### src/rtl/or1200_cust5_sha3_absorb.sv
// l.cust5 SHA3 absorb front-end: packs operand words into rate-sized blocks, pads the final
// block, hands blocks to an external Keccak-f core and serves the returned digest word by word.
module or1200_cust5_sha3_absorb #(
  parameter int WORD_W      = 32,
  parameter int RATE_BITS   = 576,
  parameter int DIGEST_BITS = 512,
  parameter int SEL_W       = 6
) (
  input  logic                   clk,
  input  logic                   rst,
  input  logic                   cust5_valid,
  input  logic [4:0]             cust5_op,
  input  logic [SEL_W-1:0]       cust5_limm,
  input  logic [WORD_W-1:0]      operand_a,
  output logic                   stall,
  output logic [WORD_W-1:0]      result,
  output logic                   done,
  output logic                   err,
  output logic                   blk_valid,
  input  logic                   blk_ready,
  output logic [RATE_BITS-1:0]   blk_data,
  output logic                   blk_first,
  output logic                   blk_last,
  input  logic                   dig_valid,
  input  logic [DIGEST_BITS-1:0] dig_data
);

  localparam int NW   = RATE_BITS / WORD_W;
  localparam int ND   = DIGEST_BITS / WORD_W;
  localparam int BPW  = WORD_W / 8;
  localparam int WC_W = $clog2(NW + 1);

  localparam logic [4:0] OP_HEAD  = 5'b00100;
  localparam logic [4:0] OP_BODY  = 5'b00010;
  localparam logic [4:0] OP_TAIL  = 5'b00001;
  localparam logic [4:0] OP_STORE = 5'b01000;

  typedef enum logic [2:0] {
    S_IDLE      = 3'd0,
    S_FILL      = 3'd1,
    S_SEND      = 3'd2,
    S_PAD       = 3'd3,
    S_SEND_LAST = 3'd4,
    S_WAIT_DIG  = 3'd5,
    S_DONE      = 3'd6
  } state_t;

  // The operand's top byte is the earliest message byte, but the block is little-endian by byte.
  function automatic logic [WORD_W-1:0] byte_rev(input logic [WORD_W-1:0] w);
    logic [WORD_W-1:0] r;
    r = '0;
    for (int i = 0; i < BPW; i++) begin
      r[8*i +: 8] = w[WORD_W-1-8*i -: 8];
    end
    return r;
  endfunction

  state_t                 state_q, state_d;
  logic [RATE_BITS-1:0]   buf_q, buf_d;
  logic [WC_W-1:0]        wcnt_q, wcnt_d;
  logic                   first_q, first_d;
  logic                   err_q, err_d;
  logic [DIGEST_BITS-1:0] digest_q, digest_d;
  logic [WORD_W-1:0]      result_q, result_d;

  logic busy_s;
  logic stall_s;
  logic acc_s;

  // Stall decode: only the block hand-off and digest wait hold the pipeline.
  always_comb begin
    busy_s  = state_q inside {S_SEND, S_PAD, S_SEND_LAST, S_WAIT_DIG};
    stall_s = cust5_valid & (cust5_op != OP_STORE) & busy_s;
    acc_s   = cust5_valid & ~stall_s;
  end

  // Next-state, buffer packing, padding, digest capture and STORE read-out.
  always_comb begin
    state_d  = state_q;
    buf_d    = buf_q;
    wcnt_d   = wcnt_q;
    first_d  = first_q;
    err_d    = err_q;
    digest_d = digest_q;
    result_d = result_q;

    if (acc_s && (cust5_op == OP_STORE)) begin
      if (int'(cust5_limm) < ND) begin
        result_d = digest_q[int'(cust5_limm)*WORD_W +: WORD_W];
      end else begin
        result_d = '0;
      end
    end else begin
      result_d = result_q;
    end

    case (state_q)
      S_IDLE, S_DONE, S_FILL: begin
        if (acc_s && (cust5_op == OP_HEAD)) begin
          buf_d                = '0;
          buf_d[WORD_W-1:0]    = byte_rev(operand_a);
          wcnt_d               = WC_W'(1);
          first_d              = 1'b1;
          err_d                = 1'b0;
          state_d              = S_FILL;
        end else if (acc_s && (state_q == S_FILL) && (cust5_op == OP_BODY)) begin
          buf_d[int'(wcnt_q)*WORD_W +: WORD_W] = byte_rev(operand_a);
          wcnt_d = wcnt_q + WC_W'(1);
          if ((wcnt_q + WC_W'(1)) == WC_W'(NW)) begin
            state_d = S_SEND;
          end else begin
            state_d = S_FILL;
          end
        end else if (acc_s && (state_q == S_FILL) && (cust5_op == OP_TAIL)) begin
          state_d = S_PAD;
        end else if (acc_s && ((cust5_op == OP_BODY) || (cust5_op == OP_TAIL))) begin
          err_d = 1'b1;
        end else begin
          state_d = state_q;
        end
      end
      S_SEND: begin
        if (blk_ready) begin
          buf_d   = '0;
          wcnt_d  = '0;
          first_d = 1'b0;
          state_d = S_FILL;
        end else begin
          state_d = S_SEND;
        end
      end
      S_PAD: begin
        // Word-granular messages never put the 0x06 byte on the final byte, but OR keeps 0x86 correct.
        buf_d[int'(wcnt_q)*WORD_W +: 8] = 8'h06;
        buf_d[RATE_BITS-1 -: 8]         = buf_d[RATE_BITS-1 -: 8] | 8'h80;
        state_d                         = S_SEND_LAST;
      end
      S_SEND_LAST: begin
        if (blk_ready) begin
          state_d = S_WAIT_DIG;
        end else begin
          state_d = S_SEND_LAST;
        end
      end
      S_WAIT_DIG: begin
        if (dig_valid) begin
          digest_d = dig_data;
          state_d  = S_DONE;
        end else begin
          state_d = S_WAIT_DIG;
        end
      end
      default: begin
        state_d = S_IDLE;
      end
    endcase
  end

  // State and datapath registers.
  always_ff @(posedge clk or posedge rst) begin
    if (rst) begin
      state_q  <= S_IDLE;
      buf_q    <= '0;
      wcnt_q   <= '0;
      first_q  <= 1'b0;
      err_q    <= 1'b0;
      digest_q <= '0;
      result_q <= '0;
    end else begin
      state_q  <= state_d;
      buf_q    <= buf_d;
      wcnt_q   <= wcnt_d;
      first_q  <= first_d;
      err_q    <= err_d;
      digest_q <= digest_d;
      result_q <= result_d;
    end
  end

  assign stall     = stall_s;
  assign result    = result_q;
  assign done      = (state_q == S_DONE);
  assign err       = err_q;
  assign blk_valid = (state_q == S_SEND) || (state_q == S_SEND_LAST);
  assign blk_last  = (state_q == S_SEND_LAST);
  assign blk_first = first_q;
  assign blk_data  = buf_q;

endmodule

### config.mk
export PLATFORM = sky130hd
export DESIGN_NAME = or1200_cust5_sha3_absorb
export DESIGN_NICKNAME = d
export VERILOG_FILES = /design/src/rtl/or1200_cust5_sha3_absorb.sv
export SDC_FILE = /design/constraint.sdc
export NUM_CORES = 2
export LEC_CHECK = 0
export ABC_AREA = 1
export CAP_MARGIN = 15
export CORE_AREA = 2 2 459 461
export DETAILED_ROUTE_END_ITERATION = 12
export DIE_AREA = 0 0 461 463
export MAX_ROUTING_LAYER = met4
export SETUP_SLACK_MARGIN = 0.1
export SLEW_MARGIN = 25
export SYNTH_ARGS = -nofsm -noshare
export SYNTH_HDL_FRONTEND = slang
export SYNTH_SLANG_ARGS = --single-unit
### constraint.sdc
create_clock -name clk -period 56.5 [get_ports clk]
set_clock_uncertainty 0.2 [all_clocks]
set_input_delay 11.3 -clock clk [delete_from_list [all_inputs] [get_ports clk]]
set_output_delay 11.3 -clock clk [all_outputs]
set_load 0.005 [all_outputs]
==> results.ini <==
[outcome]
outcome = completed

[setup_path]
crit_end = stall
slowest_stage = clkdlybuf4s50_1
crit_cells = 7
cp_max_fo = 14
cpLargestDelayFamily = buffers and inverters
worstSetupPathType = in -> out
r2r-end = blk_data[405]$_DFFE_PP0P_
worst-path-buf-inv = 4
r2r_slack_ns = 49.80
crit_required_ns = 45.00
arrival_ns = 13.22
timing.rr.start = state_q[0]$_DFFE_PP0P_
critical_path.max_stage_delay_ns = 0.53
crit_top_cell = clkdlybuf4s50_1
critPathCaptureType = output pin
r2r.worst_path.cells = 12
cp-start-kind = primary input
cp_cell_sequence = clkdlybuf4s50_1, nor2_1, nand3_2, buf_4, nand3_1, inv_1, clkdlybuf4s50_1
crit_start = cust5_op[1]

[die]
die_w_um = 461
die-area_sq_um = 213000
core_area_sq_um = 209000
fp-row-count = 168
ioPinCount = 1174
die_h_um = 463
initial_utilization = 0.259

[drt]
vias = 49925
drt-pass1-iter-count = 8
wl_per_cell_um = 25.3
drcViolationCount = 0
drt-initial-drc-count = 4520
viasPerCell = 5.01
antenna_left = 0
routed_wl_mm = 253

[yosys]
synth-compound-area-share = 0.123
syn_nets = 6632
yosysSeqAreaShare = 0.523
synth-async-reset-ratio = 1.00
post_synth_mux_area_share = 0.0966
postSynthCellCount = 6065
yosysWarnings = 0
synth_ff_type = dfrtp_1
synth-seq-cells = 1130
synth_top_family_by_area = simple AND/OR/NAND/NOR gates
synth_edf_count = 0
synth_xor_xnor_area_share = 0.000486
avgSynthCellArea_sq_um = 8.91
yosys-top-cells-count = nand2_1 (1227), dfrtp_1 (1130), o21ai_0 (689), nand3_1 (554), mux2_2 (366)
yosys.area.top_type = dfrtp_1
synth.distinct_cells = 42
synth_top_area_frac = 0.523
yosys.area_share.adder = 0.00162
netlist_area_sq_um = 54000
synth_simple_gate_area_frac = 0.195
yosysMostFrequentCell = nand2_1
netlist_top_cells_area = dfrtp_1 (52%), nand2_1 (8.5%), mux2_2 (7.6%)

[timing]
slew_viol_final = 0
rsz0062_at_grt = no
period_needed_ns = 24.72
setup_tns_ns = 0
slew_headroom = 0.290
hold_viol = 0
setup_ws_ns = 31.78
max_freq_mhz = 40.5
fin_crit_sh = 0.438
tightest_slew_ns = 1.06
hold_ws_ns = 0.268
setup_violations = 0

[pwr]
power.total_mw = 3.35
p_leak_nw = 33.5
powerDensity_nw_per_um2 = 45.8
peakVddDrop_mv = 0.0582

[placed_design]
dp_hpwl_mm = 187
dp_slack_ns = 31.76
place_area_sq_um = 68400
globalplace.congestion = 0.941
portBuffers = 1173
dp_cells = 9653

[global_routing]
grt_antenna_before_repair = 74
global_route.overflow_total = 0
grt_pass1_wl_mm = 356
grt_pass1_vias = 49110
grt_max_degree = 178
track_usage = 0.236

[final_layout]
nNetsFinal = 7556
fin_area_sq_um = 73100
utilization = 0.350
syn2layout_area_growth_pct = 35.2
instances_no_fill = 9962
layout-drive-gt1-share = 0.118

[min_path]
hp-class = reg -> reg

[clock_network]
cts_hold_buf = 0
cts_tree = yes
root_buffer = clkbuf_16
numCtsBuffers = 134
worst_skew_pair.late_latency_ns = 0.79
path_clk_slew_ns = 0.06
cts_buffer_depth = 3
cts_setup_buffers = 0
cts_resized = 0
htreeDepth = 4
cts_sinks = 1130

[flow_run]
maxCapViolCount = 0

==> kinds of logic after synthesis <==
group / Yosys count
and+or+nand+nor: 2393
xor gates and xnor gates: 3
muxes: 476
DFF: 1130
buffers and inverters: 828
AOI/OAI and AO/OA: 1228
adders and majority gates: 7
==> layer usage <==
| layer | share of wire | vias to the layer above | wire length [um] | GRT usage |
|---|---|---|---|---|
| met5 | 0 | - | 0 | - |
| met4 | 0.073 | 0 | 18300 | 0.150 |
| met3 | 0.076 | 587 | 19300 | 0.0573 |
| met2 | 0.49 | 2213 | 124000 | 0.395 |
| met1 | 0.36 | 24561 | 90600 | 0.249 |
| li1 | - | 22564 | - | - |
==> final cells by class <==
class	instances	area, sq um
Clock buffer	195	3870
Fill cell	21475	135000
Sequential cell	1130	28300
Tap cell	2805	3510
Inverter	327	1250
Antenna cell	67	168
Clock inverter	42	504
Timing Repair Buffer	1289	12800
Multi-Input combinational cell	4107	22700
==> worst min path at each step <==
stage | end | startpoint | cells past startpoint
2_1_floorplan | register | register | 2
3_3_place_gp | register | register | 2
3_5_place_dp | register | register | 2
4_1_cts | register | register | 2
5_1_grt | register | register | 2
6_report | register | register | 2
==> cell usage in the layout, fill, tap and decap left out, drive strengths merged, types with 174 or more instances in the layout <==
| cell | instances |
|---|---|
| clkbuf | 195 |
| dfrtp | 1130 |
| nor2 | 298 |
| o21ai | 742 |
| inv | 333 |
| nand4 | 186 |
| nand2 | 1230 |
| o211ai | 174 |
| nand3 | 560 |
| mux2 | 366 |
| a21oi | 299 |
| clkdlybuf4s50 | 1169 |
==> registers in the layout, summed over array words and instances, names as in the netlist, named ones only <==
register   flops
blk_data     544
blk_first      1
digest_q     512
err            1
result        32
state_q        3
wcnt_q         5
==> worst min-delay path, cell delays in order, from the launching register on <==
cell,delay [ns]
dfrtp_1,0.34
nand2_1,0.05
nand2_1,0.04
==> where the power goes <==
part	internal, mW	switching (mW)	leakage, nW
clock network	0.499	0.374	2.12
registers	1.04	0.134	14.5
logic	0.435	0.866	16.9
total	1.97	1.37	33.5
Note: power is estimated with default switching activity, not from simulation.
